$ cat src/rtl/seven_seg_scan_ctrl_if.sv
// Display-side bundle for the 7-segment scan controller: packed digit data in,
// multiplexed anode/cathode drive and frame strobe out.
interface seven_seg_scan_ctrl_if #(
  parameter int unsigned DIGITS = 8
);
  logic [4*DIGITS-1:0] value;
  logic [DIGITS-1:0]   dp;
  logic [DIGITS-1:0]   digit_en;
  logic                lzb;
  logic [DIGITS-1:0]   an_n;
  logic [6:0]          seg_n;
  logic                dp_n;
  logic                frame_done;

  modport master (
    output value, dp, digit_en, lzb,
    input  an_n, seg_n, dp_n, frame_done
  );

  modport slave (
    input  value, dp, digit_en, lzb,
    output an_n, seg_n, dp_n, frame_done
  );
endinterface

$ cat src/rtl/seven_seg_scan_ctrl.sv
// Time-multiplexed common-anode 7-segment driver with frame-coherent input capture
// and leading-zero blanking; all display outputs are registered.
module seven_seg_scan_ctrl #(
  parameter int unsigned DIGITS   = 8,
  parameter int unsigned TICK_DIV = 100000
) (
  input  logic                 clk,
  input  logic                 reset_n,
  seven_seg_scan_ctrl_if.slave bus
);

  localparam int unsigned CW = (TICK_DIV > 2) ? $clog2(TICK_DIV) : 1;
  localparam int unsigned IW = (DIGITS > 2) ? $clog2(DIGITS) : 1;
  localparam int unsigned VW = 4 * DIGITS;

  logic [CW-1:0]     cnt_q, cnt_d;
  logic [IW-1:0]     idx_q, idx_d;
  logic [VW-1:0]     sv_q, sv_d;
  logic [DIGITS-1:0] sdp_q, sdp_d;
  logic [DIGITS-1:0] sen_q, sen_d;
  logic              slzb_q, slzb_d;
  logic              pending_q;
  logic              frame_done_q, frame_done_d;
  logic [DIGITS-1:0] an_q, an_d;
  logic [6:0]        seg_q, seg_d;
  logic              dp_q, dp_d;

  logic              tick, last, boundary, capture, blank, lz_blank;
  logic [VW-1:0]     shifted;
  logic [3:0]        nib;

  function automatic logic [6:0] glyph(input logic [3:0] h);
    logic [6:0] g;
    g = 7'b1111111;
    case (h)
      4'h0: g = 7'b0000001;
      4'h1: g = 7'b1001111;
      4'h2: g = 7'b0010010;
      4'h3: g = 7'b0000110;
      4'h4: g = 7'b1001100;
      4'h5: g = 7'b0100100;
      4'h6: g = 7'b0100000;
      4'h7: g = 7'b0001111;
      4'h8: g = 7'b0000000;
      4'h9: g = 7'b0000100;
      4'hA: g = 7'b0001000;
      4'hB: g = 7'b1100000;
      4'hC: g = 7'b0110001;
      4'hD: g = 7'b1000010;
      4'hE: g = 7'b0110000;
      4'hF: g = 7'b0111000;
    endcase
    return g;
  endfunction

  always_comb begin
    tick     = (cnt_q == CW'(TICK_DIV - 1));
    last     = (idx_q == IW'(DIGITS - 1));
    boundary = tick & last;
    capture  = pending_q | boundary;

    cnt_d = tick ? '0 : cnt_q + 1'b1;
    idx_d = idx_q;
    if (tick) idx_d = last ? '0 : idx_q + 1'b1;

    sv_d   = sv_q;
    sdp_d  = sdp_q;
    sen_d  = sen_q;
    slzb_d = slzb_q;
    if (capture) begin
      sv_d   = bus.value;
      sdp_d  = bus.dp;
      sen_d  = bus.digit_en;
      slzb_d = bus.lzb;
    end
    // The post-reset capture is silent; only true frame boundaries strobe.
    frame_done_d = boundary;

    // Nibbles at and above idx; all-zero means this digit is a leading zero.
    shifted  = sv_q >> {idx_q, 2'b00};
    nib      = shifted[3:0];
    lz_blank = slzb_q && (idx_q != '0) && (shifted == '0);
    blank    = !sen_q[idx_q] || lz_blank;

    an_d  = blank ? '1 : ~(DIGITS'(1) << idx_q);
    seg_d = blank ? 7'b1111111 : glyph(nib);
    dp_d  = blank | ~sdp_q[idx_q];
  end

  always_ff @(posedge clk) begin
    if (!reset_n) begin
      cnt_q        <= '0;
      idx_q        <= '0;
      sv_q         <= '0;
      sdp_q        <= '0;
      sen_q        <= '0;
      slzb_q       <= 1'b0;
      pending_q    <= 1'b1;
      frame_done_q <= 1'b0;
      an_q         <= '1;
      seg_q        <= 7'b1111111;
      dp_q         <= 1'b1;
    end else begin
      cnt_q        <= cnt_d;
      idx_q        <= idx_d;
      sv_q         <= sv_d;
      sdp_q        <= sdp_d;
      sen_q        <= sen_d;
      slzb_q       <= slzb_d;
      pending_q    <= 1'b0;
      frame_done_q <= frame_done_d;
      an_q         <= an_d;
      seg_q        <= seg_d;
      dp_q         <= dp_d;
    end
  end

  assign bus.an_n       = an_q;
  assign bus.seg_n      = seg_q;
  assign bus.dp_n       = dp_q;
  assign bus.frame_done = frame_done_q;

endmodule

$ cat src/flat_wrapper.sv
// flat-port wrapper written by rule: the top's interface ports become plain ports
module seven_seg_scan_ctrl_flat 
#(
  parameter int unsigned DIGITS   = 8,
  parameter int unsigned TICK_DIV = 100000
)
  (clk, reset_n, bus_value, bus_dp, bus_digit_en, bus_lzb, bus_an_n, bus_seg_n, bus_dp_n, bus_frame_done);
  seven_seg_scan_ctrl_if #(.DIGITS(DIGITS)) bus_i ();
  input  logic clk;
  input  logic reset_n;
  input wire logic [$bits(bus_i.value)-1:0] bus_value;
  input wire logic [$bits(bus_i.dp)-1:0] bus_dp;
  input wire logic [$bits(bus_i.digit_en)-1:0] bus_digit_en;
  input wire logic [$bits(bus_i.lzb)-1:0] bus_lzb;
  output wire logic [$bits(bus_i.an_n)-1:0] bus_an_n;
  output wire logic [$bits(bus_i.seg_n)-1:0] bus_seg_n;
  output wire logic [$bits(bus_i.dp_n)-1:0] bus_dp_n;
  output wire logic [$bits(bus_i.frame_done)-1:0] bus_frame_done;
  assign bus_i.value = bus_value;
  assign bus_i.dp = bus_dp;
  assign bus_i.digit_en = bus_digit_en;
  assign bus_i.lzb = bus_lzb;
  assign bus_an_n = bus_i.an_n;
  assign bus_seg_n = bus_i.seg_n;
  assign bus_dp_n = bus_i.dp_n;
  assign bus_frame_done = bus_i.frame_done;
  seven_seg_scan_ctrl #(.DIGITS(DIGITS), .TICK_DIV(TICK_DIV)) u_core (.clk(clk), .reset_n(reset_n), .bus(bus_i));
endmodule
$ cat config.mk
export PLATFORM = sky130hd
export DESIGN_NAME = seven_seg_scan_ctrl_flat
export DESIGN_NICKNAME = d
export VERILOG_FILES = /design/src/rtl/seven_seg_scan_ctrl_if.sv /design/src/rtl/seven_seg_scan_ctrl.sv /design/src/flat_wrapper.sv
export SDC_FILE = /design/constraint.sdc
export NUM_CORES = 1
export LEC_CHECK = 0
export ABC_AREA = 1
export CELL_PAD_IN_SITES_DETAIL_PLACEMENT = 0
export CELL_PAD_IN_SITES_GLOBAL_PLACEMENT = 1
export CORE_MARGIN = 1.5
export CORE_UTILIZATION = 42
export DETAILED_ROUTE_END_ITERATION = 8
export PLACE_DENSITY_LB_ADDON = 0.1
export SYNTH_ARGS = -nofsm -noshare
export SYNTH_HDL_FRONTEND = slang
export SYNTH_SLANG_ARGS = --single-unit
$ cat constraint.sdc
create_clock -name clk -period 4.5 [get_ports clk]
set_input_delay 0.9 -clock clk [delete_from_list [all_inputs] [get_ports clk]]
set_output_delay 0.9 -clock clk [all_outputs]
set_load 0.02 [all_outputs]
==> impl_metrics.toml, run 1 <==
[yosys]
syn_area_per_cell_um2 = 6.923
synth.area.top_cells = "dfxtp_1, nand2_1, nand3_1"
yosysUniqueCellTypes = 33
synth_top_area_share_pct = 39.00
synth_area_mm2 = 0.004466
synthCells = 645
synth_warnings = 0
synth_nets = 708
synth_top_area_cell = "dfxtp_1"
ys_ff_latch = 87
yosysSeqAreaShare_pct = 39.00

[die]
die_w_um = 106.1
rows = 37
initial_core_util_pct = 43.26
io-pin-count = 68
coreArea_mm2 = 0.01032
die_h_um = 106.1
dieArea_mm2 = 0.01126

[routing]
drt-total-wl_um = 11120
drc_errors = 0
dr.pass1.iters = 5
wire_per_inst_um = 13.38
drt_iter0_markers = 254
routed_via_density = 5.083
num_vias = 4224
postRouteAntennaNets = 0

[timing]
slew_violations = 0
holdWs_ns = 0.4573
grt_setup_unrepaired = "false"
setup_viol = 0
fin_skew_ns = 0.01571
max_freq_mhz = 370.7
final.min_clock_period_ns = 2.697
slew-limit-headroom_pct = 52.12
tns_ns = 0
layout_setup_ws_ns = 1.803
worstMarginPinSlew_ns = 0.7107
hold_viol = 0
period_share_pct = 59.94

[placement]
place_ws_ns = 1.819
place.gp.congestion = 0.8633
hpwlAfterDp_um = 7704
portBuffers = 67
dpl.cell_count = 815

[worst_hold_path]
hp-class = "reg -> reg"
hp-start = "u_core.cnt_q[0]"
hold_end = "u_core.cnt_q[0]"
holdPathStages = 1

[worst_setup_path]
endpoint_kind = "flop"
r2r_setup_slack_ns = 1.80
r2r_cells = 18
r2r-end = "u_core.bus.an_n[1]"
cp_max_fo = 23
setup.worst_path.class = "reg -> reg"
worst_ep_arrival_time_ns = 3.00
r2r_start = "u_core.idx_q[0]"
worstPathRequired_ns = 4.80
start_kind = "flop"

[final_layout]
nets = 753
layoutNonFillerInstCount = 831
final_core_util_pct = 51.36
final_common_cell = "nand2_1"
diodes = 0
drive_above_1_share_pct = 8.201
layout_common_cells = "nand2_1, nand3_1, dfxtp_1"
syn2layout_area_growth_pct = 18.74

[run_status]
status = "finished, final reports clean"

[cts]
cts_hold_buffers = 0
clock_sinks = 87
post_cts_resized = 0
clk_pin_slew_ns = 0.10
numCtsBuffers = 9
clockBufferDepth = 2
cts-htree-levels = 3
clock_latency_ns = 0.36
post_cts_buffers = 0
clockRootBuffer = "clkbuf_8"
cts_tree = "yes"

[global_routing]
grt_usage_pct = 20.80
grt_overflow = 0
grt_first_pass_wirelength_um = 18890
antenna_found_initial = 0
grt_pass1_vias = 3844
grt_max_degree = 55

[power]
power.leakage_nw = 2.211
peakVddDrop_v = 0.0001721
p_per_area_mw_per_mm2 = 287.9

[job]
maxCapViolCount = 0
[cells by family (layout without fill, tap and decap cells)]
family | after synthesis | count (layout) | share of synthesized area (%)
flops | 87 | 87 | 39.00
simple gates | 367 | 367 | 36.06
buf+inv | 85 | 135 | 9.022
fa+ha+maj | 12 | 12 | 3.362
xor+xnor | 8 | 8 | 1.569
compound gates | 86 | 86 | 10.98
[where the power goes]
group          internal (W)  leakage (nW)  switching [W]
Clock              0.000220        0.0861       0.000300
Combinational     0.0000877          1.41       0.000100
Sequential         0.000799         0.712      0.0000194
Total               0.00111          2.21       0.000420
[worst max-delay path, stage by stage (launching register included)]
cell and delay (ns):
dfxtp_1 0.65, buf_4 0.34, nand2_1 0.08, nand2_1 0.09
nand2_1 0.07, nand3_1 0.08, nand2_1 0.14, inv_1 0.11
ha_1 0.18, nand2_1 0.06, nor2_1 0.08, o21ai_0 0.07
inv_1 0.07, nand2_1 0.04, inv_1 0.04, nand3_1 0.07
nor2_1 0.12, nand2_2 0.20, nand3_1 0.12
[final cells by class]
type                            count  area [µm²]
Sequential cell                    87        1742
Clock inverter                      5       41.29
Tap cell                          136       170.2
Fill cell                        1080        5021
Multi-Input combinational cell    473        2321
Inverter                           47       178.9
Timing Repair Buffer               72       708.2
Clock buffer                       11       141.4
[worst max path at each step]
stage	startpoint	end	slack [ns]
detailed placement	u_core.idx_q[0]	u_core.bus.an_n[1]	1.82
global route	u_core.idx_q[0]	u_core.bus.an_n[4]	1.37
finish	u_core.idx_q[0]	u_core.bus.an_n[1]	1.80
global placement	u_core.idx_q[0]	u_core.bus.seg_n[2]	1.91
CTS	u_core.idx_q[0]	u_core.bus.an_n[1]	1.80
floorplan	u_core.idx_q[0]	u_core.bus.seg_n[5]	2.32
[stage by stage]
stage / power [W] / cell area [µm²]
global placement: 0.001024 / 5120
CTS: 0.001540 / 5303
detailed placement: 0.001024 / 5120
floorplan: 0.0009453 / 4466
finish: 0.001527 / 5303
global route: 0.001604 / 5303
[per-layer routing]
metal / vias up / track usage (%) / part of all wire, %
met4: 0 / 5.502 / 0.89
met2: 112 / 31.24 / 44
li1: 2184 / - / -
met5: - / 0 / 0
met3: 7 / 4.292 / 4.6
met1: 1921 / 30.16 / 51
[sequential cells by signal, summed over array words and instances (netlist names)]
register	flops
u_core.bus.an_n	8
u_core.bus.dp_n	1
u_core.bus.frame_done	1
u_core.bus.seg_n	7
u_core.cnt_q	17
u_core.idx_q	3
u_core.pending_q	1
u_core.sdp_q	8
u_core.sen_q	8
u_core.slzb_q	1
u_core.sv_q	32
[Yosys cell counts]
master / n
a211oi_1: 2
a21oi_1: 50
a21oi_2: 10
a32o_1: 1
and3_1: 1
buf_1: 5
buf_2: 11
buf_4: 3
buf_6: 6
buf_8: 1
clkbuf_1: 12
dfxtp_1: 87
ha_1: 12
inv_1: 40
inv_2: 6
inv_4: 1
nand2_1: 181
nand2_2: 13
nand2_4: 2
nand3_1: 109
nand4_1: 4
nor2_1: 46
nor2_4: 1
nor3_1: 6
nor3_2: 3
o211ai_1: 1
o21ai_0: 16
o21ai_1: 2
o221ai_1: 2
o22ai_1: 2
or2_2: 1
xnor2_1: 3
xor2_1: 5
(Power assumes the default switching activity.)
==> run 2: changes to the inputs <==
CORE_UTILIZATION = 39   (was 42)
clock period = 2.7 ns   (was 4.5 ns; I/O delays follow)
==> run 2 against run 1 <==
  * Routed wire length grew 1.5%
  * Global-route usage shrank 0.33 points
  * Critical path depth shrank 1
  * Critical endpoint is now u_core.bus.an_n[3]
  * Design area grew 3.0%
  * First-iteration DRC count shrank 25%
  * Register-to-register slack lost 1.5 ns
  * Clock power grew 140%
  * Combinational power grew 69%
  * Flip-flop and latch count is the same
  * Largest power group unchanged
==> impl_metrics.toml, run 2 (synthesis results as in run 1) <==
[timing]
grt_setup_unrepaired = "false"
setup_viol = 0
worstMarginPinSlew_ns = 0.5447
period_share_pct = 87.24
max_freq_mhz = 424.6
final.min_clock_period_ns = 2.355
slew_violations = 0
slew-limit-headroom_pct = 63.69
hold_viol = 0
layout_setup_ws_ns = 0.3446
fin_skew_ns = 0.005050
tns_ns = 0

[power]
finalPower_w = 0.002909
peakVddDrop_v = 0.0004115
power.leakage_nw = 2.298
p_per_area_mw_per_mm2 = 532.4

[die]
initial_core_util_pct = 40.66
die_w_um = 110.0
rows = 38
coreArea_mm2 = 0.01098
die_h_um = 110.0
dieArea_mm2 = 0.01210
io-pin-count = 68

[routing]
drt-total-wl_um = 11280
wire_per_inst_um = 13.43
drt_iter0_markers = 190
routed_via_density = 4.987
drc_errors = 0
num_vias = 4189
dr.pass1.iters = 5
postRouteAntennaNets = 0

[placement]
place_ws_ns = 0.3570
hpwlAfterDp_um = 8275
place.gp.congestion = 0.8675
portBuffers = 67
dpl.cell_count = 826

[worst_setup_path]
cp_max_fo = 22
r2r_setup_slack_ns = 0.34
cpPeakStageDelay_ns = 0.40
endpoint_kind = "flop"
cp_common_cell = "nand2_1"
crit_family = "simple AND/OR/NAND/NOR gates"
start_kind = "flop"
setup.worst_path.class = "reg -> reg"
worstPathRequired_ns = 2.91
cp_cell_sequence = "buf_4 > nand2_1 > nand3_1 > nand2_1 > nand2_1 > nand2_1 > ha_1 > nand2_1 > nor2_1 > o21ai_0 > inv_1 > nand2_1 > inv_1 > nand3_1 > nor2_1 > nand2_2 > nand3_1"
critPathBufInv = 3
slowest_stage = "dfxtp_1"
worst_ep_arrival_time_ns = 2.57

[final_layout]
largest_register_ffs = 32
syn2layout_area_growth_pct = 22.36
diodes = 0
largestRegisters = "u_core.sv_q x32, u_core.cnt_q x17"
layoutNonFillerInstCount = 840
layout_common_cells = "nand2_1, nand3_1, dfxtp_1"
final_common_cell = "nand2_1"
drive_above_1_share_pct = 9.000
regMostFlops = "u_core.sv_q"
nets = 760

[global_routing]
grt_overflow = 0
antenna_found_initial = 0
grt_first_pass_wirelength_um = 19060
met3_usage_pct = 3.351
grt_util_met1_pct = 27.64
grt_usage_pct = 20.47
grt_max_degree = 50
busiest_layer = "met2"
grt_use_met2_pct = 32.48
grt_pass1_vias = 3953

[cts]
clk_pin_slew_ns = 0.06
post_cts_resized = 0
clockRootBuffer = "clkbuf_16"
numCtsBuffers = 9
clockBufferDepth = 2
clock_latency_ns = 0.34
clock_sinks = 87
post_cts_buffers = 0
cts-htree-levels = 3
cts_tree = "yes"
cts_hold_buffers = 0

[run_status]
status = "finished, final reports clean"

[job]
maxCapViolCount = 0

[worst_hold_path]
hp-class = "reg -> reg"
run 2: cell count changes in the layout (fill, tap and decap cells not counted), moves of 2 or more:
cell       previous run  this run
clkinv_4              2         0
clkinv_2              0         2
clkbuf_16             0         9
buf_4                 5        12
clkbuf_8             10         1
run 2: worst reg2reg max path, stage by stage (launching register included):
cell	delay, ns
dfxtp_1	0.40
buf_4	0.27
nand2_1	0.11
nand3_1	0.09
nand2_1	0.06
nand2_1	0.06
nand2_1	0.16
ha_1	0.29
nand2_1	0.07
nor2_1	0.04
o21ai_0	0.07
inv_1	0.05
nand2_1	0.05
inv_1	0.03
nand3_1	0.07
nor2_1	0.05
nand2_2	0.23
nand3_1	0.12
run 2: cell type report:
type,instances,area (µm²)
clock buffer,10,239.0
clock inverter,4,47.55
fill,1140,5519
inverter,47,178.9
multi-input combinational,473,2321
sequential,87,1742
tap,140,175.2
timing repair buffer,79,760.7
run 2: where the power goes:
part	total (W)	switching, W	internal, W	leakage, nW
registers	0.00136	0.0000311	0.00133	0.712
logic	0.000317	0.000168	0.000149	1.45
clock network	0.00123	0.000500	0.000728	0.140
run 2: through the flow:
step	hold WS (ns)	cell area (µm²)	utilization [%]
floorplan	0.4132	4466	-
global placement	0.4261	5177	47.14
global route	0.4534	5464	49.75
detailed placement	0.4337	5177	47.14
CTS	0.4422	5464	49.75
finish	0.4437	5464	49.75
run 2: routing by layer:
metal / wire length [µm] / vias to the layer above
met3: 415 / 15
met2: 5050 / 87
li1: - / 2204
met1: 5619 / 1883
met4: 194 / 0
met5: 0 / -
run 2: path summary, 6_finish.rpt:
kind	to	depth (start not counted)	from
setup / recovery	u_core.bus.an_n[3]	17	u_core.idx_q[0]
hold / removal	u_core.cnt_q[0]	1	u_core.cnt_q[0]
setup reg to reg	u_core.bus.an_n[3]	17	u_core.idx_q[0]
hold reg to reg	u_core.cnt_q[0]	1	u_core.cnt_q[0]
==> run 3: changes to the inputs <==
GPL_ROUTABILITY_DRIVEN = 0   (was unset)
==> run 3 against run 2 <==
  * Flip-flop and latch count stayed put
  * Sequential power hardly changed
  * Critical path type unchanged
  * Die area stayed put
  * Power is 4.0% higher
  * Routed wire length hardly changed
  * Worst hold slack hardly changed
  * Largest power group unchanged
  * Worst setup slack better by 0.051 ns
  * Critical path depth is 1 higher
  * Clock skew is 0.0011 ns higher
  * Global-route usage stayed put
==> impl_metrics.toml, run 3 (synthesis results as in run 1) <==
[power]
p_per_area_mw_per_mm2 = 550.6
seq_power_share_pct = 45.1
p_sw_w = 0.0007100
p_sw_share_pct = 23.46
power.leakage_nw = 2.310
peakVddDrop_v = 0.0003249
p_int_w = 0.002316
power_frac_clock_pct = 44.5
finalPower_w = 0.003026
pwr-share-comb_pct = 10.3

[die]
rows = 38
dieArea_mm2 = 0.01210
coreArea_mm2 = 0.01098
io-pin-count = 68
initial_core_util_pct = 40.66
die_h_um = 110.0
die_w_um = 110.0

[cts]
clk_pin_slew_ns = 0.07
numCtsBuffers = 9
clockBufferDepth = 2
cts_tree = "yes"
post_cts_buffers = 0
cts-htree-levels = 3
clock_sinks = 87
clockRootBuffer = "clkbuf_16"
clock_latency_ns = 0.33

[routing]
drt-total-wl_um = 11280
routed_via_density = 4.988
postRouteAntennaNets = 0
drt_iter0_markers = 232
drc_errors = 0
num_vias = 4195
dr.pass1.iters = 4
wire_per_inst_um = 13.41

[timing]
holdWs_ns = 0.4437
period_share_pct = 85.36
slew_violations = 0
final.min_clock_period_ns = 2.305
grt_setup_unrepaired = "false"
tns_ns = 0
max_freq_mhz = 433.9
setup_viol = 0
hold_viol = 0
slew-limit-headroom_pct = 55.64
worstMarginPinSlew_ns = 0.6585
fin_skew_ns = 0.006181

[global_routing]
grt_usage_pct = 20.47
grt_first_pass_wirelength_um = 19380
grt_pass1_vias = 4132
grt_max_degree = 50
grt_overflow = 0
antenna_found_initial = 0

[placement]
portBuffers = 67
hpwlAfterDp_um = 8234

[worst_setup_path]
slowest_stage = "dfxtp_2"
start_kind = "flop"
worst_ep_arrival_time_ns = 2.58
cp_max_fo = 16
critPathBufInv = 4
setup.worst_path.class = "reg -> reg"
crit_family = "simple AND/OR/NAND/NOR gates"
cp_common_cell = "nand2_1"
worstPathRequired_ns = 2.97
cp_cell_sequence = "buf_4 > nand2_1 > nand2_1 > nand2_1 > nand3_1 > nand2_1 > inv_1 > ha_1 > nand2_1 > nor2_1 > o21ai_0 > inv_1 > nand2_1 > inv_1 > nand3_1 > nor2_1 > nand2_2 > nand3_1"
cpPeakStageDelay_ns = 0.44
endpoint_kind = "flop"

[job]
maxCapViolCount = 0

[final_layout]
drive_above_1_share_pct = 9.130
largestRegisters = "u_core.sv_q x32, u_core.cnt_q x17"
diodes = 0
nets = 759
final_common_cell = "nand2_1"
syn2layout_area_growth_pct = 23.06
largest_register_ffs = 32
layout_common_cells = "nand2_1, nand3_1, dfxtp_1"
regMostFlops = "u_core.sv_q"

[run_status]
status = "finished, final reports clean"

[worst_hold_path]
hp-class = "reg -> reg"
## run 3: changes by cell type in the layout (fill, tap and decap cells not counted)
cell       before  now
buf_4          12   11
bufinv_16       1    2
clkbuf_1        0    1
clkinv_2        2    1
clkinv_4        0    1
dfxtp_1        87   86
dfxtp_2         0    1
## run 3: worst paths after layout
path | startpoint | end | slack, ns | cells past startpoint
max | u_core.idx_q[0] | u_core.bus.dp_n | 0.40 | 18
min | u_core.cnt_q[0] | u_core.cnt_q[0] | 0.44 | 1
max reg2reg | u_core.idx_q[0] | u_core.bus.dp_n | 0.40 | 18
min reg2reg | u_core.cnt_q[0] | u_core.cnt_q[0] | 0.44 | 1
## run 3: worst reg2reg max path, stage by stage, from the launching register on
cell	delay, ns
dfxtp_2	0.44
buf_4	0.19
nand2_1	0.06
nand2_1	0.08
nand2_1	0.05
nand3_1	0.07
nand2_1	0.16
inv_1	0.12
ha_1	0.18
nand2_1	0.06
nor2_1	0.09
o21ai_0	0.08
inv_1	0.06
nand2_1	0.04
inv_1	0.04
nand3_1	0.07
nor2_1	0.12
nand2_2	0.21
nand3_1	0.13
## run 3: power by group through the flow
stage / clock network [W] / logic, W / registers, W
floorplan: 0 / 0.000188 / 0.00139
global placement: 0 / 0.000314 / 0.00139
detailed placement: 0 / 0.000316 / 0.00139
CTS: 0.00137 / 0.000317 / 0.00136
global route: 0.00143 / 0.000358 / 0.00137
finish: 0.00135 / 0.000313 / 0.00137
## run 3: per-stage QoR
step	worst slack, ns	cell area [µm²]	util (%)	instances
after floorplan	0.5191	4466	-	645
after global placement	0.3705	5170	47.07	825
after detailed placement	0.2650	5170	47.07	825
after CTS	0.2371	5494	50.02	841
after global routing	0.01390	5495	50.03	841
final	0.3952	5495	50.03	841
## run 3: cell type report
type | count | area [µm²]
multi-input cells | 473 | 2321
well taps | 140 | 175.2
repair buffers | 78 | 753.2
fillers | 1103 | 5488
flip-flops and latches | 87 | 1743
inverters | 47 | 178.9
clock buffers | 11 | 242.7
clock inverters | 5 | 81.33
## run 3: what timing repair did
item / in CTS / in global routing
hold buffers: 0 / 0
endpoints found under the setup margin: 0 / 16
resized for setup: 0 / 1
## run 3: routing by layer
layer | global-route usage [%] | vias to the layer above | share of wire (%)
met3 | 3.939 | 10 | 4.4
met1 | 27.64 | 1894 | 50
met5 | 0 | - | 0
met2 | 32.92 | 93 | 45
met4 | 6.494 | 0 | 1.3
li1 | - | 2198 | -
